<file path="src/rtl/hazard_d_pkg.sv">
// =====================================================================
// hazard_d_pkg : shared opcode/funct codes, Tuse and forward encodings
// Rev 1.0
// =====================================================================
`default_nettype none

package hazard_d_pkg;

  localparam logic [5:0] OP_RTYPE = 6'b000000;
  localparam logic [5:0] OP_ORI   = 6'b001101;
  localparam logic [5:0] OP_LUI   = 6'b001111;
  localparam logic [5:0] OP_LW    = 6'b100011;
  localparam logic [5:0] OP_LBGET = 6'b100000;
  localparam logic [5:0] OP_SW    = 6'b101011;
  localparam logic [5:0] OP_BEQ   = 6'b000100;
  localparam logic [5:0] OP_J     = 6'b000010;
  localparam logic [5:0] OP_JAL   = 6'b000011;

  localparam logic [5:0] FN_ADD = 6'b100000;
  localparam logic [5:0] FN_SUB = 6'b100010;
  localparam logic [5:0] FN_JR  = 6'b001000;

  localparam int             TUSE_W    = 2;
  localparam logic [TUSE_W-1:0] TUSE_NONE = 2'd3;

  typedef enum logic [1:0] {
    FWD_RF = 2'd0,
    FWD_E  = 2'd1,
    FWD_M  = 2'd2,
    FWD_W  = 2'd3
  } fwd_sel_e;

  // Youngest matching stage wins; an unready youngest match falls back to
  // the register value because that value is not consumed before refresh.
  function automatic fwd_sel_e fwd_pick(input logic hit_e, input logic rdy_e,
                                        input logic hit_m, input logic rdy_m,
                                        input logic hit_w, input logic rdy_w);
    fwd_sel_e sel;
    sel = FWD_RF;
    if (hit_e)      sel = rdy_e ? FWD_E : FWD_RF;
    else if (hit_m) sel = rdy_m ? FWD_M : FWD_RF;
    else if (hit_w) sel = rdy_w ? FWD_W : FWD_RF;
    return sel;
  endfunction

endpackage

`default_nettype wire

</file>
<file path="src/rtl/hazard_d_decode.sv">
// =====================================================================
// hazard_decode : instruction -> {dst, Tnew, Tuse_rs, Tuse_rt}
// Rev 1.0
// =====================================================================
`default_nettype none

module hazard_decode
  import hazard_d_pkg::*;
#(
  parameter int TNEW_W = 2,
  parameter int REG_W  = 5
) (
  input  logic [31:0]       instr,
  output logic [REG_W-1:0]  dst,
  output logic [TNEW_W-1:0] tnew,
  output logic [TUSE_W-1:0] tuse_rs,
  output logic [TUSE_W-1:0] tuse_rt
);

  logic [5:0]       op;
  logic [5:0]       fn;
  logic [REG_W-1:0] rt_f;
  logic [REG_W-1:0] rd_f;
  logic             unused_bits;

  assign op   = instr[31:26];
  assign fn   = instr[5:0];
  assign rt_f = REG_W'(instr[20:16]);
  assign rd_f = REG_W'(instr[15:11]);
  assign unused_bits = ^{instr[25:21], instr[10:6]};

  always_comb begin
    dst     = '0;
    tnew    = '0;
    tuse_rs = TUSE_NONE;
    tuse_rt = TUSE_NONE;
    case (op)
      OP_RTYPE: begin
        case (fn)
          FN_ADD, FN_SUB: begin
            dst     = rd_f;
            tnew    = TNEW_W'(1);
            tuse_rs = 2'd1;
            tuse_rt = 2'd1;
          end
          FN_JR:   tuse_rs = 2'd0;
          default: ;
        endcase
      end
      OP_ORI: begin
        dst     = rt_f;
        tnew    = TNEW_W'(1);
        tuse_rs = 2'd1;
      end
      OP_LUI: begin
        dst  = rt_f;
        tnew = TNEW_W'(1);
      end
      OP_LW, OP_LBGET: begin
        dst     = rt_f;
        tnew    = TNEW_W'(2);
        tuse_rs = 2'd1;
      end
      OP_JAL:  dst = REG_W'(31);
      OP_SW: begin
        tuse_rs = 2'd1;
        tuse_rt = 2'd2;
      end
      OP_BEQ: begin
        tuse_rs = 2'd0;
        tuse_rt = 2'd0;
      end
      default: ;
    endcase
  end

endmodule

`default_nettype wire

</file>
<file path="src/rtl/hazard_d.sv">
// =====================================================================
// hazard_d : D-stage stall and D/E/M forwarding-select generator
// Rev 1.0
// =====================================================================
`default_nettype none

module hazard_d
  import hazard_d_pkg::*;
#(
  parameter int TNEW_W = 2,
  parameter int REG_W  = 5
) (
  input  logic        clk,
  input  logic        reset_n,
  input  logic [31:0] instr_d,
  output logic        stall,
  output logic [1:0]  fwd_rs_d,
  output logic [1:0]  fwd_rt_d,
  output logic [1:0]  fwd_rs_e,
  output logic [1:0]  fwd_rt_e,
  output logic        fwd_rt_m
);

  logic [REG_W-1:0]  dec_dst;
  logic [TNEW_W-1:0] dec_tnew;
  logic [TUSE_W-1:0] dec_tuse_rs;
  logic [TUSE_W-1:0] dec_tuse_rt;
  logic [REG_W-1:0]  src_rs;
  logic [REG_W-1:0]  src_rt;

  logic [REG_W-1:0]  e_dst_q,  e_dst_d;
  logic [TNEW_W-1:0] e_tnew_q, e_tnew_d;
  logic [REG_W-1:0]  e_rs_q,   e_rs_d;
  logic [REG_W-1:0]  e_rt_q,   e_rt_d;
  logic [REG_W-1:0]  m_dst_q,  m_dst_d;
  logic [TNEW_W-1:0] m_tnew_q, m_tnew_d;
  logic [REG_W-1:0]  m_rt_q,   m_rt_d;
  logic [REG_W-1:0]  w_dst_q,  w_dst_d;
  logic [TNEW_W-1:0] w_tnew_q, w_tnew_d;

  logic rdy_e, rdy_m, rdy_w;

  assign src_rs = REG_W'(instr_d[25:21]);
  assign src_rt = REG_W'(instr_d[20:16]);

  hazard_decode #(
    .TNEW_W (TNEW_W),
    .REG_W  (REG_W)
  ) u_decode (
    .instr   (instr_d),
    .dst     (dec_dst),
    .tnew    (dec_tnew),
    .tuse_rs (dec_tuse_rs),
    .tuse_rt (dec_tuse_rt)
  );

  function automatic logic [TNEW_W-1:0] sat_dec(input logic [TNEW_W-1:0] t);
    return (t == '0) ? '0 : t - TNEW_W'(1);
  endfunction

  // Register 0 is hard-wired, so it never aliases a producer.
  function automatic logic hit(input logic [REG_W-1:0] dst,
                               input logic [REG_W-1:0] src);
    return (src != '0) && (dst == src);
  endfunction

  function automatic logic too_young(input logic [REG_W-1:0]  dst,
                                     input logic [TNEW_W-1:0] tnew,
                                     input logic [REG_W-1:0]  src,
                                     input logic [TUSE_W-1:0] tuse);
    return (tuse != TUSE_NONE) && hit(dst, src) && (32'(tnew) > 32'(tuse));
  endfunction

  assign rdy_e = (e_tnew_q == '0);
  assign rdy_m = (m_tnew_q == '0);
  assign rdy_w = (w_tnew_q == '0);

  // W always holds a finished result by the time its consumer needs it.
  assign stall = too_young(e_dst_q, e_tnew_q, src_rs, dec_tuse_rs)
               | too_young(m_dst_q, m_tnew_q, src_rs, dec_tuse_rs)
               | too_young(e_dst_q, e_tnew_q, src_rt, dec_tuse_rt)
               | too_young(m_dst_q, m_tnew_q, src_rt, dec_tuse_rt);

  assign fwd_rs_d = fwd_pick(hit(e_dst_q, src_rs), rdy_e,
                             hit(m_dst_q, src_rs), rdy_m,
                             hit(w_dst_q, src_rs), rdy_w);
  assign fwd_rt_d = fwd_pick(hit(e_dst_q, src_rt), rdy_e,
                             hit(m_dst_q, src_rt), rdy_m,
                             hit(w_dst_q, src_rt), rdy_w);
  assign fwd_rs_e = fwd_pick(1'b0, 1'b0,
                             hit(m_dst_q, e_rs_q), rdy_m,
                             hit(w_dst_q, e_rs_q), rdy_w);
  assign fwd_rt_e = fwd_pick(1'b0, 1'b0,
                             hit(m_dst_q, e_rt_q), rdy_m,
                             hit(w_dst_q, e_rt_q), rdy_w);
  assign fwd_rt_m = hit(w_dst_q, m_rt_q);

  always_comb begin
    w_dst_d  = m_dst_q;
    w_tnew_d = sat_dec(m_tnew_q);
    m_dst_d  = e_dst_q;
    m_tnew_d = sat_dec(e_tnew_q);
    m_rt_d   = e_rt_q;
    e_dst_d  = '0;
    e_tnew_d = '0;
    e_rs_d   = '0;
    e_rt_d   = '0;
    if (!stall) begin
      e_dst_d  = dec_dst;
      e_tnew_d = dec_tnew;
      e_rs_d   = src_rs;
      e_rt_d   = src_rt;
    end
  end

  always_ff @(posedge clk or negedge reset_n) begin
    if (!reset_n) begin
      e_dst_q  <= '0;
      e_tnew_q <= '0;
      e_rs_q   <= '0;
      e_rt_q   <= '0;
      m_dst_q  <= '0;
      m_tnew_q <= '0;
      m_rt_q   <= '0;
      w_dst_q  <= '0;
      w_tnew_q <= '0;
    end else begin
      e_dst_q  <= e_dst_d;
      e_tnew_q <= e_tnew_d;
      e_rs_q   <= e_rs_d;
      e_rt_q   <= e_rt_d;
      m_dst_q  <= m_dst_d;
      m_tnew_q <= m_tnew_d;
      m_rt_q   <= m_rt_d;
      w_dst_q  <= w_dst_d;
      w_tnew_q <= w_tnew_d;
    end
  end

endmodule

`default_nettype wire

</file>
<file path="config.mk">
export PLATFORM = sky130hd
export DESIGN_NAME = hazard_d
export DESIGN_NICKNAME = d
export VERILOG_FILES = /design/src/rtl/hazard_d_pkg.sv /design/src/rtl/hazard_d_decode.sv /design/src/rtl/hazard_d.sv
export SDC_FILE = /design/constraint.sdc
export NUM_CORES = 1
export LEC_CHECK = 0
export BUFFER_PORTS_ARGS = -buffer_cell sky130_fd_sc_hd__buf_4
export CAP_MARGIN = 0
export CORE_ASPECT_RATIO = 0.7
export CORE_MARGIN = 1.5
export CORE_UTILIZATION = 45
export CTS_BUF_LIST = sky130_fd_sc_hd__clkbuf_8
export DETAILED_ROUTE_END_ITERATION = 10
export PLACE_DENSITY_LB_ADDON = 0.1
export SLEW_MARGIN = 5
export SYNTH_ARGS = -nofsm -noshare
export SYNTH_HDL_FRONTEND = slang
export SYNTH_SLANG_ARGS = --single-unit
</file>
<file path="constraint.sdc">
create_clock -name clk -period 7.9 [get_ports clk]
set_input_delay 1.185 -clock clk [delete_from_list [all_inputs] [get_ports clk]]
set_output_delay 1.185 -clock clk [all_outputs]
set_load 0.02 [all_outputs]
</file>
==> results.txt <==
The mean number of vias per cell came out at 5.50. The worst endpoint required time came out at 6710 ps. The library cell used most frequently in the layout, excluding fill and tap cells, is sky130_fd_sc_hd__xnor2_1. The height of the die came out at 65.2 µm. The H-tree was split into 2 levels. The share of cells above drive strength 1 is 24.6%. The worst setup skew after layout came out at 4.33 ps. In this run, synthesis produced a sequential element count of 36. The critical path is of the in2out type. The root buffer selected by CTS is sky130_fd_sc_hd__clkbuf_8.

The buffer levels on the longest clock path is 2. The number of remaining DRC errors is 0. Relative to the synthesized area, the layout overhead comes to 13.6%.

After layout, the minimum clock period comes to 5190 ps. The filler cell count in the final layout is 519. The number of nets with antenna violations after detailed routing came out at 0. For the worst-skew pair, the clock arrives at the later sink with an insertion delay of 290 ps. The maximum clock frequency is 193 MHz. The total count of max-transition violations in the final report came out at 0. The count of buffers inserted at the top-level ports came out at 38.

The wire-length estimate of the detail-placed layout is 4360 µm. For the pin with the worst max-slew slack, the measured transition is 893 ps. The primary flip-flop cell chosen by synthesis mapping is sky130_fd_sc_hd__dfrtp_1. The Yosys step of the flow raised 0 warnings. The number of synthesized flops with an enable pin is 0. The startpoint type of the worst setup path is a primary input. The total power divided by cell area is 138 nW/µm². Buffers added to address setup during post-CTS repair amount to 0. The overall power came out at 390 µW.

0 antenna diodes ended up in the layout. Entering global routing, the biggest net connects 37 pins. Counting flops with an async set or reset pin after synthesis yields a share of 100%.

The worst max-slew margin expressed relative to the limit came out at 40.5%. The number of distinct standard cells referenced by the synthesized netlist is 50. The detailed-route wire length per cell is 16.3 µm. The total routing usage reported by global routing came out at 20.7%. The floorplan has 22 rows. In this run, post-CTS repair resized a total of 0 instances.

The count of final hold-check violations came to 0. The clock sink count came out at 36. The number of hold buffers added after cts came out at 0. After detailed routing, the total wire length is 5670 µm. The effective utilization at floorplan came out at 47.1%.

The post-synthesis sequential area ratio came out at 36.2%. The die is 91.9 µm wide. The worst voltage drop across the vdd grid came out at 0.0000938 V.

The final standard cell utilization of the core came out at 53.5%. The post-route worst hold slack came out at 472 ps. The final count of negative-setup-slack endpoints is 0. The total number of vias is 1915. The global-route congestion overflow total came out at 0.

Routability-driven placement finished with a final weighted congestion of 0.769. For this block, the initial DRC count from the detailed router was 68. The initial antenna violation count is 0.

Averaged over all synthesized cells, the footprint is 9.88 µm². The final setup TNS is 0 ps. The number of CTS-inserted buffers is 5. The top cell types in the final layout, fill and taps aside, are sky130_fd_sc_hd__xnor2_1, sky130_fd_sc_hd__buf_4, sky130_fd_sc_hd__dfrtp_1, sky130_fd_sc_hd__nand2_1, sky130_fd_sc_hd__nor3_1. The min-delay analysis places its worst path in the category reg2reg. The first detailed-routing pass took 4 iterations.

STA classifies the critical path endpoint as a primary output. The total of max-cap violations is 0. In this run the static leakage power is 1.20 nW. The critical-path maximum fanout came out at 18.

Setup repair after global routing left no endpoint under its margin. In this run the cell area of the synthesized design comes to 2490 µm². The number of instances in the synthesized netlist is 252. The fraction of the cycle the final worst path needs came out at 65.6%.

After clock tree synthesis, the clock-pin slew on the worst setup and hold paths is 70 ps. The core region is 5290 µm². The via count of the first global-routing pass is 1845. The net count of the finished layout came out at 318.

The total I/O pin count is 44. The first global-routing pass estimated 9380 µm of wire. The flow ran to the end, and the final reports show no timing, DRC or antenna violations. TritonCTS built the clock tree. The full die area is 5990 µm². STA puts the critical path data arrival time at 4000 ps.

Counting every net in the synthesized netlist gives 294.
## sequential cells by signal (all words and copies together) (netlist names)
name,flops
e_dst_q,5
e_rs_q,5
e_rt_q,5
m_dst_q,5
m_rt_q,5
w_dst_q,5
e_tnew_q,2
m_tnew_q,2
w_tnew_q,2
## per-stage QoR
step	setup WS (ps)	std cells	area, µm²
after floorplan	3260	252	2490
after global placement	2720	341	2750
after detailed placement	2760	341	2750
after CTS	2760	348	2830
after global routing	2510	348	2830
final	2710	348	2830
## critical path, stage by stage
cell and delay (ps):
sky130_fd_sc_hd__buf_4 140, sky130_fd_sc_hd__or2_2 290, sky130_fd_sc_hd__a211o_1 300, sky130_fd_sc_hd__a221oi_2 360, sky130_fd_sc_hd__ha_1 310, sky130_fd_sc_hd__nand2_1 70, sky130_fd_sc_hd__o21ai_0 80, sky130_fd_sc_hd__nor4_1 170
sky130_fd_sc_hd__o21a_1 760, sky130_fd_sc_hd__or2_1 200, sky130_fd_sc_hd__buf_4 140
## power by group
| part | internal, mW | total, mW | leakage (nW) | switching (mW) |
|---|---|---|---|---|
| registers | 0.191 | 0.201 | 0.465 | 0.00997 |
| logic | 0.0353 | 0.0690 | 0.685 | 0.0337 |
| clock network | 0.0585 | 0.120 | 0.0452 | 0.0617 |
| total | 0.285 | 0.390 | 1.20 | 0.105 |
## cell usage after synthesis (2+ instances only)
cell	n	area, µm²
sky130_fd_sc_hd__o21ai_0	3	15.0
sky130_fd_sc_hd__inv_1	4	15.0
sky130_fd_sc_hd__a221oi_1	5	43.8
sky130_fd_sc_hd__nor4_1	8	50.1
sky130_fd_sc_hd__or2_2	5	31.3
sky130_fd_sc_hd__xnor2_1	45	394
sky130_fd_sc_hd__buf_6	3	33.8
sky130_fd_sc_hd__dfrtp_1	36	901
sky130_fd_sc_hd__nor4b_1	3	26.3
sky130_fd_sc_hd__mux2_2	2	22.5
sky130_fd_sc_hd__o211ai_2	2	25.0
sky130_fd_sc_hd__nor3_2	6	60.1
sky130_fd_sc_hd__and2_1	3	18.8
sky130_fd_sc_hd__nand2_1	13	48.8
sky130_fd_sc_hd__o2111a_1	2	22.5
sky130_fd_sc_hd__o21a_1	2	15.0
sky130_fd_sc_hd__ha_1	8	100
sky130_fd_sc_hd__a21oi_1	4	20.0
sky130_fd_sc_hd__nor2_1	11	41.3
sky130_fd_sc_hd__clkbuf_1	14	52.6
sky130_fd_sc_hd__nand3_1	7	35.0
sky130_fd_sc_hd__nand4_1	3	18.8
sky130_fd_sc_hd__nor3_1	13	65.1
sky130_fd_sc_hd__nor3b_2	4	50.1
sky130_fd_sc_hd__xor2_1	10	87.6
sky130_fd_sc_hd__nor2b_1	5	31.3
sky130_fd_sc_hd__nor3b_1	8	60.1
## logic make-up after synthesis
group           synth area share [%]
buf+inv                         5.23
compound gates                  10.3
fa+ha+maj                       4.02
mux                            0.905
xor+xnor                        19.4
flops                           36.2
simple gates                    24.0
## path summary, 6_finish.rpt
| path | slack, ps | cells after the start | endpoint | startpoint |
|---|---|---|---|---|
| worst max-delay path | 2710 | 11 | stall | instr_d[29] |
| worst min-delay path | 470 | 0 | m_dst_q[1] | e_dst_q[1] |
| worst max register to register | 5730 | 6 | e_rt_q[0] | m_tnew_q[1] |
| worst min register to register | 470 | 0 | m_dst_q[1] | e_dst_q[1] |
| max in group asynchronous | 6750 | 1 | e_tnew_q[0] | reset_n |
| min in group asynchronous | 840 | 1 | e_rs_q[1] | reset_n |
## layout make-up
class | count | area [µm²] | share of cell area (%)
flip-flops and latches | 36 | 901 | 31.9
multi-input cells | 191 | 1460 | 51.6
clock inverters | 2 | 8.76 | 0.310
repair buffers | 38 | 285 | 10.1
inverters | 4 | 15.0 | 0.531
clock buffers | 5 | 68.8 | 2.43
well taps | 72 | 90.1 | 3.19
## per-layer routing
layer | vias to the layer above | global-route usage (%) | routed length, µm
li1 | 928 | - | -
met3 | 9 | 4.17 | 304
met2 | 49 | 30.2 | 2300
met4 | 0 | 5.19 | 51
met5 | - | 0 | 0
met1 | 929 | 31.1 | 3020
Note: power is estimated with default switching activity, not from simulation.
